--- src/rtl/fan_pkg.sv ---
// rtl/fan_pkg.sv - shared encodings and preset helpers for the fan controller
//
// Purpose: fan mode and timer-select encodings, timer preset unit counts and
//          small helpers used by the controller top.
// Ports:   none (package).
package fan_pkg;

  typedef enum logic [1:0] {
    ST_OFF  = 2'd0,
    ST_LOW  = 2'd1,
    ST_MID  = 2'd2,
    ST_HIGH = 2'd3
  } fan_state_e;

  typedef enum logic [1:0] {
    TSEL_NONE = 2'd0,
    TSEL_T1   = 2'd1,
    TSEL_T3   = 2'd2,
    TSEL_T5   = 2'd3
  } timer_sel_e;

  localparam int unsigned PRESET_T1_UNITS = 1;
  localparam int unsigned PRESET_T3_UNITS = 3;
  localparam int unsigned PRESET_T5_UNITS = 5;

  // Timer preset cycle: NONE -> T1 -> T3 -> T5 -> NONE.
  function automatic timer_sel_e next_timer_sel(input timer_sel_e sel);
    case (sel)
      TSEL_NONE: next_timer_sel = TSEL_T1;
      TSEL_T1:   next_timer_sel = TSEL_T3;
      TSEL_T3:   next_timer_sel = TSEL_T5;
      default:   next_timer_sel = TSEL_NONE;
    endcase
  endfunction

  function automatic int unsigned preset_units(input timer_sel_e sel);
    case (sel)
      TSEL_T1: preset_units = PRESET_T1_UNITS;
      TSEL_T3: preset_units = PRESET_T3_UNITS;
      TSEL_T5: preset_units = PRESET_T5_UNITS;
      default: preset_units = 0;
    endcase
  endfunction

endpackage

--- src/rtl/fan_speed_controller_if.sv ---
// rtl/fan_speed_controller_if.sv - button pulses and fan status/motor outputs
//
// Purpose: groups the button front-end pulses and the controller outputs.
// Signals:
//   i_btn_speed, i_btn_off, i_btn_timer : one-cycle button pulses (to controller)
//   o_pwm          : motor PWM
//   o_state        : 0=OFF 1=LOW 2=MID 3=HIGH
//   o_timer_sel    : 0=NONE 1=T1 2=T3 3=T5
//   o_timer_remain : whole timer units left, 0 when idle
//   o_led          : one-hot of o_state
// Modports: master drives the buttons, slave is the controller.
interface fan_speed_controller_if #(
  parameter int unsigned TIMER_W = 16
);

  logic               i_btn_speed;
  logic               i_btn_off;
  logic               i_btn_timer;
  logic               o_pwm;
  logic [1:0]         o_state;
  logic [1:0]         o_timer_sel;
  logic [TIMER_W-1:0] o_timer_remain;
  logic [3:0]         o_led;

  modport master (
    output i_btn_speed, i_btn_off, i_btn_timer,
    input  o_pwm, o_state, o_timer_sel, o_timer_remain, o_led
  );

  modport slave (
    input  i_btn_speed, i_btn_off, i_btn_timer,
    output o_pwm, o_state, o_timer_sel, o_timer_remain, o_led
  );

endinterface

--- src/rtl/fan_pwm_gen.sv ---
// rtl/fan_pwm_gen.sv - free-running PWM with duty latched at period start
//
// Purpose: period counter 0..PWM_PERIOD-1, duty register that only loads on
//          counter wrap (so a period is never truncated or stretched), and a
//          registered compare output.
// Ports:
//   i_clk   : clock
//   i_reset : asynchronous active-high reset
//   i_duty  : requested high clocks per period (< PWM_PERIOD)
//   o_pwm   : registered PWM output
module fan_pwm_gen #(
  parameter int unsigned PWM_PERIOD = 1000,
  localparam int unsigned CNT_W = (PWM_PERIOD > 1) ? $clog2(PWM_PERIOD) : 1
) (
  input  logic             i_clk,
  input  logic             i_reset,
  input  logic [CNT_W-1:0] i_duty,
  output logic             o_pwm
);

  logic [CNT_W-1:0] cnt_q, cnt_d;
  logic [CNT_W-1:0] duty_q, duty_d;
  logic             pwm_q, pwm_d;
  logic             wrap;

  assign wrap = (cnt_q == CNT_W'(PWM_PERIOD - 1));

  always_comb begin
    cnt_d  = wrap ? '0 : cnt_q + CNT_W'(1);
    duty_d = wrap ? i_duty : duty_q;
    // Compare against next-cycle values so o_pwm lines up with the counter.
    pwm_d  = (cnt_d < duty_d);
  end

  always_ff @(posedge i_clk or posedge i_reset) begin
    if (i_reset) begin
      cnt_q  <= '0;
      duty_q <= '0;
      pwm_q  <= 1'b0;
    end else begin
      cnt_q  <= cnt_d;
      duty_q <= duty_d;
      pwm_q  <= pwm_d;
    end
  end

  assign o_pwm = pwm_q;

endmodule

--- src/rtl/fan_speed_controller.sv ---
// rtl/fan_speed_controller.sv - fan mode FSM, auto-off timer and PWM drive
//
// Purpose: consumes button pulses (priority off > speed > timer), runs the
//          OFF/LOW/MID/HIGH mode FSM and the optional auto-off countdown,
//          and drives the motor PWM and LED status.
// Build option: FAN_TIMER_EN builds the countdown timer; without it the timer
//          button is ignored and the timer outputs read 0.
// Ports:
//   i_clk   : clock
//   i_reset : asynchronous active-high reset
//   bus     : fan_speed_controller_if.slave (buttons in, pwm/state/timer/led out)
module fan_speed_controller
  import fan_pkg::*;
#(
  parameter int unsigned PWM_PERIOD  = 1000,
  parameter int unsigned DUTY_LOW    = 300,
  parameter int unsigned DUTY_MID    = 600,
  parameter int unsigned DUTY_HIGH   = 900,
  parameter int unsigned UNIT_CYCLES = 100_000_000,
  parameter int unsigned TIMER_W     = 16
) (
  input  logic                   i_clk,
  input  logic                   i_reset,
  fan_speed_controller_if.slave  bus
);

  localparam int unsigned CNT_W = (PWM_PERIOD > 1) ? $clog2(PWM_PERIOD) : 1;

  fan_state_e       state_q, state_d;
  logic             act_off;
  logic             act_speed;
  logic [CNT_W-1:0] duty;

  // Only the highest-priority pulse acts; lower ones are dropped.
  assign act_off   = bus.i_btn_off;
  assign act_speed = bus.i_btn_speed & ~bus.i_btn_off;

`ifdef FAN_TIMER_EN
  localparam int unsigned PRE_W = (UNIT_CYCLES > 1) ? $clog2(UNIT_CYCLES) : 1;

  timer_sel_e         sel_q, sel_d;
  timer_sel_e         sel_nx;
  logic [TIMER_W-1:0] remain_q, remain_d;
  logic [PRE_W-1:0]   pre_q, pre_d;
  logic               act_timer;

  assign act_timer = bus.i_btn_timer & ~bus.i_btn_off & ~bus.i_btn_speed;
  assign sel_nx    = next_timer_sel(sel_q);
`endif

  always_comb begin
    state_d = state_q;
    if (act_off) begin
      state_d = ST_OFF;
    end else if (act_speed) begin
      // Speed never wraps back to OFF.
      case (state_q)
        ST_OFF:  state_d = ST_LOW;
        ST_LOW:  state_d = ST_MID;
        ST_MID:  state_d = ST_HIGH;
        default: state_d = ST_LOW;
      endcase
    end

`ifdef FAN_TIMER_EN
    sel_d    = sel_q;
    remain_d = remain_q;
    pre_d    = pre_q;
    if (act_off) begin
      sel_d    = TSEL_NONE;
      remain_d = '0;
      pre_d    = '0;
    end else if (act_timer && (state_q != ST_OFF)) begin
      // A reload wins over an expiry landing on the same edge.
      sel_d    = sel_nx;
      remain_d = TIMER_W'(preset_units(sel_nx));
      pre_d    = (sel_nx == TSEL_NONE) ? '0 : PRE_W'(UNIT_CYCLES - 1);
    end else if (remain_q != '0) begin
      if (pre_q == '0) begin
        pre_d    = PRE_W'(UNIT_CYCLES - 1);
        remain_d = remain_q - TIMER_W'(1);
        if (remain_q == TIMER_W'(1)) begin
          // Expiry overrides any speed step taken this cycle.
          state_d = ST_OFF;
          sel_d   = TSEL_NONE;
        end
      end else begin
        pre_d = pre_q - PRE_W'(1);
      end
    end
`endif
  end

  always_ff @(posedge i_clk or posedge i_reset) begin
    if (i_reset) begin
      state_q <= ST_OFF;
    end else begin
      state_q <= state_d;
    end
  end

`ifdef FAN_TIMER_EN
  always_ff @(posedge i_clk or posedge i_reset) begin
    if (i_reset) begin
      sel_q    <= TSEL_NONE;
      remain_q <= '0;
      pre_q    <= '0;
    end else begin
      sel_q    <= sel_d;
      remain_q <= remain_d;
      pre_q    <= pre_d;
    end
  end

  assign bus.o_timer_sel    = sel_q;
  assign bus.o_timer_remain = remain_q;
`else
  logic unused_timer_btn;
  assign unused_timer_btn   = bus.i_btn_timer;
  assign bus.o_timer_sel    = 2'd0;
  assign bus.o_timer_remain = '0;
`endif

  always_comb begin
    duty = '0;
    case (state_q)
      ST_LOW:  duty = CNT_W'(DUTY_LOW);
      ST_MID:  duty = CNT_W'(DUTY_MID);
      ST_HIGH: duty = CNT_W'(DUTY_HIGH);
      default: duty = '0;
    endcase
  end

  fan_pwm_gen #(
    .PWM_PERIOD (PWM_PERIOD)
  ) u_pwm (
    .i_clk   (i_clk),
    .i_reset (i_reset),
    .i_duty  (duty),
    .o_pwm   (bus.o_pwm)
  );

  assign bus.o_state = state_q;
  assign bus.o_led   = 4'b0001 << state_q;

endmodule

--- src/flat_wrapper.sv ---
// flat-port wrapper written by rule: the top's interface ports become plain ports
module fan_speed_controller_flat import fan_pkg::*;
#(
  parameter int unsigned PWM_PERIOD  = 1000,
  parameter int unsigned DUTY_LOW    = 300,
  parameter int unsigned DUTY_MID    = 600,
  parameter int unsigned DUTY_HIGH   = 900,
  parameter int unsigned UNIT_CYCLES = 100_000_000,
  parameter int unsigned TIMER_W     = 16
)
  (i_clk, i_reset, bus_i_btn_speed, bus_i_btn_off, bus_i_btn_timer, bus_o_pwm, bus_o_state, bus_o_timer_sel, bus_o_timer_remain, bus_o_led);
  fan_speed_controller_if #(.TIMER_W(TIMER_W)) bus_i ();
  input  logic i_clk;
  input  logic i_reset;
  input wire logic [$bits(bus_i.i_btn_speed)-1:0] bus_i_btn_speed;
  input wire logic [$bits(bus_i.i_btn_off)-1:0] bus_i_btn_off;
  input wire logic [$bits(bus_i.i_btn_timer)-1:0] bus_i_btn_timer;
  output wire logic [$bits(bus_i.o_pwm)-1:0] bus_o_pwm;
  output wire logic [$bits(bus_i.o_state)-1:0] bus_o_state;
  output wire logic [$bits(bus_i.o_timer_sel)-1:0] bus_o_timer_sel;
  output wire logic [$bits(bus_i.o_timer_remain)-1:0] bus_o_timer_remain;
  output wire logic [$bits(bus_i.o_led)-1:0] bus_o_led;
  assign bus_i.i_btn_speed = bus_i_btn_speed;
  assign bus_i.i_btn_off = bus_i_btn_off;
  assign bus_i.i_btn_timer = bus_i_btn_timer;
  assign bus_o_pwm = bus_i.o_pwm;
  assign bus_o_state = bus_i.o_state;
  assign bus_o_timer_sel = bus_i.o_timer_sel;
  assign bus_o_timer_remain = bus_i.o_timer_remain;
  assign bus_o_led = bus_i.o_led;
  fan_speed_controller #(.PWM_PERIOD(PWM_PERIOD), .DUTY_LOW(DUTY_LOW), .DUTY_MID(DUTY_MID), .DUTY_HIGH(DUTY_HIGH), .UNIT_CYCLES(UNIT_CYCLES), .TIMER_W(TIMER_W)) u_core (.i_clk(i_clk), .i_reset(i_reset), .bus(bus_i));
endmodule
--- config.mk ---
export PLATFORM = sky130hd
export DESIGN_NAME = fan_speed_controller_flat
export DESIGN_NICKNAME = d
export VERILOG_FILES = /design/src/rtl/fan_pkg.sv /design/src/rtl/fan_speed_controller_if.sv /design/src/rtl/fan_pwm_gen.sv /design/src/rtl/fan_speed_controller.sv /design/src/flat_wrapper.sv
export SDC_FILE = /design/constraint.sdc
export NUM_CORES = 1
export LEC_CHECK = 0
export ABC_AREA = 1
export ABC_CLOCK_PERIOD_IN_PS = 2400
export CAP_MARGIN = 25
export CORE_MARGIN = 1
export CORE_UTILIZATION = 57
export DETAILED_ROUTE_END_ITERATION = 10
export DONT_BUFFER_PORTS = 1
export PLACE_DENSITY_LB_ADDON = 0.25
export SLEW_MARGIN = 10
export SYNTH_ARGS = -nofsm -noshare
export SYNTH_HDL_FRONTEND = slang
export SYNTH_SLANG_ARGS = --single-unit
--- constraint.sdc ---
create_clock -name i_clk -period 2.4 [get_ports i_clk]
set_input_delay 0.24 -clock i_clk [delete_from_list [all_inputs] [get_ports i_clk]]
set_output_delay 0.24 -clock i_clk [all_outputs]
set_load 0.005 [all_outputs]
==> results of run 1 <==
-- worst max-delay path by stage --
| stage | startpoint | end | depth (start not counted) |
|---|---|---|---|
| finish | u_core.u_pwm.cnt_q[0] | u_core.u_pwm.o_pwm | 12 |
| floorplan | u_core.u_pwm.cnt_q[0] | u_core.u_pwm.o_pwm | 11 |
| detailed placement | u_core.u_pwm.cnt_q[1] | u_core.u_pwm.o_pwm | 11 |
| global placement | u_core.u_pwm.cnt_q[0] | u_core.u_pwm.o_pwm | 11 |
| CTS | u_core.u_pwm.cnt_q[1] | u_core.u_pwm.o_pwm | 11 |
| global route | u_core.u_pwm.cnt_q[0] | u_core.u_pwm.o_pwm | 14 |
-- cells in the final DEF, fill, tap and decap left out, types with 2 or more instances in the layout --
cell type / n
inv_1: 20
buf_4: 4
clkbuf_4: 3
nand2_1: 32
o21ai_0: 4
nand3_4: 2
conb_1: 18
ha_1: 15
inv_2: 3
nor2_4: 2
o21ai_2: 2
nand2_2: 3
nand3_1: 5
dfrtp_1: 23
nor2_1: 8
clkinv_2: 2
a21oi_1: 7
o21bai_1: 2
a21oi_2: 2
-- report_power, final --
part | total, uW | internal, uW | switching [uW]
clock | 180 | 62.4 | 118
combinational | 35.1 | 8.98 | 26.1
sequential | 395 | 390 | 4.50
total | 610 | 462 | 148
-- critical path: cells and delay by family, from the launching register on --
kind / cells / cell delay (ns)
adders and majority gates: 2 / 0.49
buffers and inverters: 3 / 0.29
and+or+nand+nor: 5 / 0.73
AOI/OAI and AO/OA: 2 / 0.19
DFF: 1 / 0.40
-- state kept, by name, indices dropped and copies added, names as in the netlist --
name,flops
u_core.u_pwm.cnt_q,10
u_core.bus.o_state,2
u_core.u_pwm.o_pwm,1
u_core.u_pwm.duty_q,10
-- routing by layer --
layer | GRT usage, % | wire [um]
met1 | 26.1 | 1050
met2 | 37.0 | 1270
met3 | 2.32 | 104
met4 | 7.89 | 38
met5 | 0 | 0
-- cells by family after synthesis --
kind of cell / Yosys count
and+or+nand+nor: 59
buffers and inverters: 43
DFF: 23
AOI/OAI and AO/OA: 22
adders and majority gates: 15
xor gates and xnor gates: 1
other: 1
-- per-stage QoR --
stage,setup WS [ns],hold slack [ns]
after floorplan,0.374,0.242
after global placement,0.178,0.323
after detailed placement,0.0920,0.350
after CTS,0.0755,0.0757
after global routing,0.00720,0.103
final,0.206,0.0773
-- timing repair --
action                                 CTS  global route
setup buffers                            0             1
setup endpoints to repair                0             1
hold buffers                             1             0
endpoints found under the hold margin   13             0
resized for setup                        0             6
-- layout make-up --
cell class | instances | area (sq um)
sequential | 23 | 576
inverter | 24 | 91.3
multi-input combinational | 115 | 714
fill | 197 | 813
clock buffer | 3 | 22.5
timing repair buffer | 5 | 40.0
clock inverter | 1 | 5.00
tap | 28 | 35.0
==> results.toml, run 1 <==
[run_status]
status = "complete, no violations"

[global_routing]
grt-ovfl-total = 0
track_usage_pct = 20.9
grt_pass1_vias = 964
antenna_found_initial = 0
grt_pass1_wl_um = 4170
grt_max_degree = 24

[clocking]
root_buffer = "clkbuf_4"
htreeDepth = 1
clk_path_buf_depth = 2
cts.sinks = 23
insertion_delay_ns = 0.32
cts_made_buffers = 3
clk_pin_slew_ns = 0.13
cts_tree = "built"

[synth]
synth.area.top_cells = "dfrtp_1 40%, ha_1 13%, buf_4 9.4%"
yosysWarnings = 0
synth-async-reset-ratio_pct = 100
avgSynthCellArea_sq_um = 8.77
synthMuxAreaShare_pct = 0
synthXorXnorAreaFrac_pct = 0.609
yosysTopAreaCell = "dfrtp_1"
syn-cell-area_sq_um = 1440
synth_top_family_by_area = "simple AND/OR/NAND/NOR gates"
synth_compound_area_share_pct = 9.23
synth_top_area_share_pct = 40.0
syn_inst = 164
synthSimpleGateAreaFrac_pct = 20.3
synth_top_flop_cell = "dfrtp_1"
synth_adder_area_share_pct = 13.1
yosysSeqAreaShare_pct = 40.0
synth-seq-cells = 23
synth_cell_type_count = 32
synthTopCellsByCount = "32 x nand2_1, 23 x dfrtp_1, 21 x inv_1"
yosysMostFrequentCell = "nand2_1"
synth_edf_count = 0

[setup_path]
critical_path_arrival_ns = 2.41
crit_fanout = 9
rr_startpoint = "u_core.u_pwm.cnt_q[0]"
cp_slowest_cell = "dfrtp_1"
crit_chain = "ha_1 > nand2_1 > inv_2 > nand3_4 > buf_4 > nand2_1 > o21ai_2 > inv_2 > ha_1 > nand2_1 > nor4_2 > a21oi_1"
slowest_delay_ns = 0.40
end_kind = "flip-flop"
r2r_cells = 12
worstPathRequired_ns = 2.61
cp_common_cell = "nand2_1"
start_kind = "flip-flop"
ff2ff_setup_slack_ns = 0.21
timing.rr.end = "u_core.u_pwm.o_pwm"
critical_path_class = "flip-flop to flip-flop"

[route]
avgRoutedWirePerCell_um = 12.4
finalWirelength_um = 2470
vias_per_cell = 5.07
vias = 1009
post-route-drc-count = 0
drt_iter0_drc = 14
antenna_left = 0
first_pass_iters = 4

[worst_hold_path]
hold_path.class = "input pin to flip-flop"
hold_path_depth = 2
min_to = "u_core.bus.o_state[0]"
hp-start = "bus_i_btn_speed"

[placement]
dpl.hpwl_um = 1960
routabilityCongestion = 0.771
post_dp_cell_area_sq_um = 1410
io_buffers = 0
dp.cells = 193

[run]
drv_cap = 0

[sta]
finClkSkew_ns = 0.00753
rsz0062_at_grt = "false"
setup_viol = 0
setup-tns-final_ns = 0
maxSlewViolCount = 0
worst_pin_slew_ns = 0.853
finalHoldViolations = 0
max_freq_mhz = 456
post-route-period-util_pct = 91.4
finalCriticalPeriod_ns = 2.19
max_slew_margin_pct = 43.1

[final_layout]
nNetsFinal = 192
antenna_cells = 0
fin_area_sq_um = 1480
fin_util_pct = 64.6
fin_cells = 199
syn_to_final_growth_pct = 3.22
drive_above_1_share_pct = 16.4

[power]
power_density_nw_per_um2 = 411
ir_drop_mv = 0.328
leakage_uw = 0.000805
finalPower_uw = 610

[die]
initial_core_util_pct = 62.6
rows = 17
die_w_um = 52.2
die_h_um = 52.2
coreArea_sq_um = 2300
pin_count = 30
die-area_sq_um = 2730
Note: power is estimated with default switching activity, not from simulation.
==> inputs of run 2 (changes only) <==
--- a/config.mk
+++ b/config.mk
@@ -13,7 +13,7 @@
 export DETAILED_ROUTE_END_ITERATION = 10
 export DONT_BUFFER_PORTS = 1
 export PLACE_DENSITY_LB_ADDON = 0.25
-export SLEW_MARGIN = 10
+export SLEW_MARGIN = 20
 export SYNTH_ARGS = -nofsm -noshare
 export SYNTH_HDL_FRONTEND = slang
 export SYNTH_SLANG_ARGS = --single-unit
==> results of run 2 <==
Same layout as run 1: the final DEF is identical, and so are final timing and power.
==> inputs of run 3 (changes only) <==
--- a/config.mk
+++ b/config.mk
@@ -16,4 +16,5 @@
 export SLEW_MARGIN = 20
 export SYNTH_ARGS = -nofsm -noshare
 export SYNTH_HDL_FRONTEND = slang
+export SYNTH_HIERARCHICAL = 1
 export SYNTH_SLANG_ARGS = --single-unit
==> run 3 against run 2 <==
Compared with the run above:
- worst setup slack better by 0.029 ns
- register-to-register slack better by 0.03 ns
- first-iteration DRC count up 50%
- fmax up 1.3%
- utilization down 2.7 points
- wire length up 2.9%
- non-clock buffer count down 1
- cell count up 13%
- clock skew up 0.0047 ns
- total power up 0.81%
==> results.toml, run 3 <==
[run_status]
status = "complete, no violations"

[power]
ir_drop_mv = 0.296
power_density_nw_per_um2 = 397
finalPower_uw = 615
leakage_uw = 0.000854

[setup_path]
crit_fanout = 6
critical_path_class = "flip-flop to flip-flop"
r2r_cells = 13
critical_path_arrival_ns = 2.39
worstPathRequired_ns = 2.62
start_kind = "flip-flop"
end_kind = "flip-flop"

[final_layout]
final_common_cell = "nand2_1"
syn_to_final_growth_pct = 1.48
fin_area_sq_um = 1550
final_cell_mix = "45 x nand2_1, 23 x dfrtp_1, 20 x conb_1"
fin_util_pct = 61.9
antenna_cells = 0
register_area_sq_um = 576
fillers = 214
nNetsFinal = 216
multi_input_area_sq_um = 746
drive_above_1_share_pct = 17.4

[die]
die_w_um = 53.7
rows = 18
coreArea_sq_um = 2500
initial_core_util_pct = 61.0
die-area_sq_um = 2880
die_h_um = 53.7
pin_count = 30

[sta]
finClkSkew_ns = 0.0123
finalHoldViolations = 0
rsz0062_at_grt = "false"
finalCriticalPeriod_ns = 2.17
post-route-period-util_pct = 90.2
setup-tns-final_ns = 0
worst_pin_slew_ns = 0.764
max_slew_margin_pct = 49.0
maxSlewViolCount = 0
fin_ws_ns = 0.235
max_freq_mhz = 462
setup_viol = 0

[route]
dr_wl_met3_um = 105
antenna_left = 0
finalWirelength_um = 2540
m1WireLength_um = 1130
vias = 1086
first_pass_iters = 4
post-route-drc-count = 0
vias_per_cell = 4.83
drt_iter0_drc = 21
wl_met2_um = 1260
routed.top_layer = "met4"
avgRoutedWirePerCell_um = 11.3

[synth]
synth-async-reset-ratio_pct = 100
synth_top_area_share_pct = 37.8
synth_edf_count = 0
synthXorXnorAreaFrac_pct = 0
syn-cell-area_sq_um = 1520
synth-seq-cells = 23
synthMuxAreaShare_pct = 0
synth_top_family_by_area = "simple AND/OR/NAND/NOR gates"
avgSynthCellArea_sq_um = 8.02
yosysMostFrequentCell = "nand2_1"
yosysWarnings = 6
synth_compound_area_share_pct = 6.16
synth_top_flop_cell = "dfrtp_1"
synth.area.top_cells = "dfrtp_1 38%, ha_1 12%, nand2_1 11%"
syn_inst = 190
synth_cell_type_count = 26
synth_adder_area_share_pct = 12.3
yosysTopAreaCell = "dfrtp_1"
synthTopCellsByCount = "45 x nand2_1, 23 x dfrtp_1, 21 x buf_4"
synthSimpleGateAreaFrac_pct = 25.0
yosysSeqAreaShare_pct = 37.8

[clocking]
cts_tree = "built"
root_buffer = "clkbuf_4"
insertion_delay_ns = 0.32
cts_made_buffers = 3
clk_path_buf_depth = 2
clk_pin_slew_ns = 0.13
cts.sinks = 23
htreeDepth = 1

[global_routing]
grt-ovfl-total = 0
grt_pass1_wl_um = 4160
antenna_found_initial = 0
grt_pass1_vias = 1002
grt_max_degree = 22
track_usage_pct = 20.2

[worst_hold_path]
hold_path.class = "input pin to flip-flop"
hold_path_depth = 2

[placement]
pre_cts_ws_ns = 0.115
io_buffers = 0
routabilityCongestion = 0.742
post_dp_cell_area_sq_um = 1470
dpl.hpwl_um = 1990

[run]
drv_cap = 0
-- run 3: changes by cell type in the layout (fill, tap and decap cells not counted), sizes merged, moves of 2 or more --
| cell | change |
|---|---|
| nor2 | +10 |
| nand2 | +12 |
| conb | +2 |
| o21bai | -2 |
| nor3 | +2 |
| inv | +7 |
-- run 3: worst paths after layout --
check / start / end / slack [ns]
max: u_core/u_pwm/cnt_q[0] / u_core/u_pwm/o_pwm / 0.23
max reg2reg: u_core/u_pwm/cnt_q[0] / u_core/u_pwm/o_pwm / 0.23
min in group asynchronous: i_reset / u_core/bus.o_state[1] / 0.21
max in group asynchronous: i_reset / u_core/u_pwm/cnt_q[7] / 1.41
min: bus_i_btn_speed / u_core/bus.o_state[0] / 0.05
min reg2reg: u_core/u_pwm/duty_q[4] / u_core/u_pwm/duty_q[4] / 0.52
-- run 3: logic make-up (layout without fill, tap and decap cells) --
family | Yosys count | after routing
AND/OR/NAND/NOR | 82 | 82
buffers and inverters | 52 | 38
flip-flops | 23 | 23
AO/OA/AOI/OAI | 17 | 17
adder cells (fa/ha/maj) | 15 | 15
other | 1 | 20
-- run 3: what timing repair did --
action                                  CTS  global route
endpoints found under the setup margin    0             1
hold endpoints to repair                 23             0
hold buffers                              1             0
setup buffers                             0             2
gates resized for setup                   0             4
-- run 3: power breakdown --
part           leakage (uW)  switching [uW]  internal (uW)
clock             0.0000177             120           62.4
sequential         0.000300            4.54            390
combinational      0.000536            28.0           9.94
total              0.000854             152            462
-- run 3: stage by stage --
step                      hold slack, ns  instances
after CTS                         0.0416        223
after global placement           -0.0164        218
after global routing              0.0402        225
after floorplan                  -0.0188        209
after detailed placement         -0.0104        218
final                             0.0456        225
-- run 3: routing by layer --
metal	track usage [%]	vias up
met3	2.54	5
li1	-	556
met2	35.8	31
met1	24.0	494
met4	9.21	0
met5	0	-
-- run 3: critical path, stage by stage (launching register included) --
cell     delay [ns]
dfrtp_1        0.41
ha_1           0.21
nand2_1        0.12
inv_2          0.08
nand3_4        0.12
buf_4          0.15
nor2_1         0.04
nor2_2         0.13
inv_1          0.05
ha_1           0.28
nand2_1        0.07
o21a_1         0.18
o21ai_1        0.17
a21oi_2        0.04
-- run 3: cell type report --
cell class              count  share of cell area (%)
multi-input cells         134                    48.2
well taps                  30                    2.43
inverters                  30                    7.44
clock inverters             1                   0.324
clock buffers               3                    1.46
flip-flops and latches     23                    37.2
repair buffers              4                    2.91
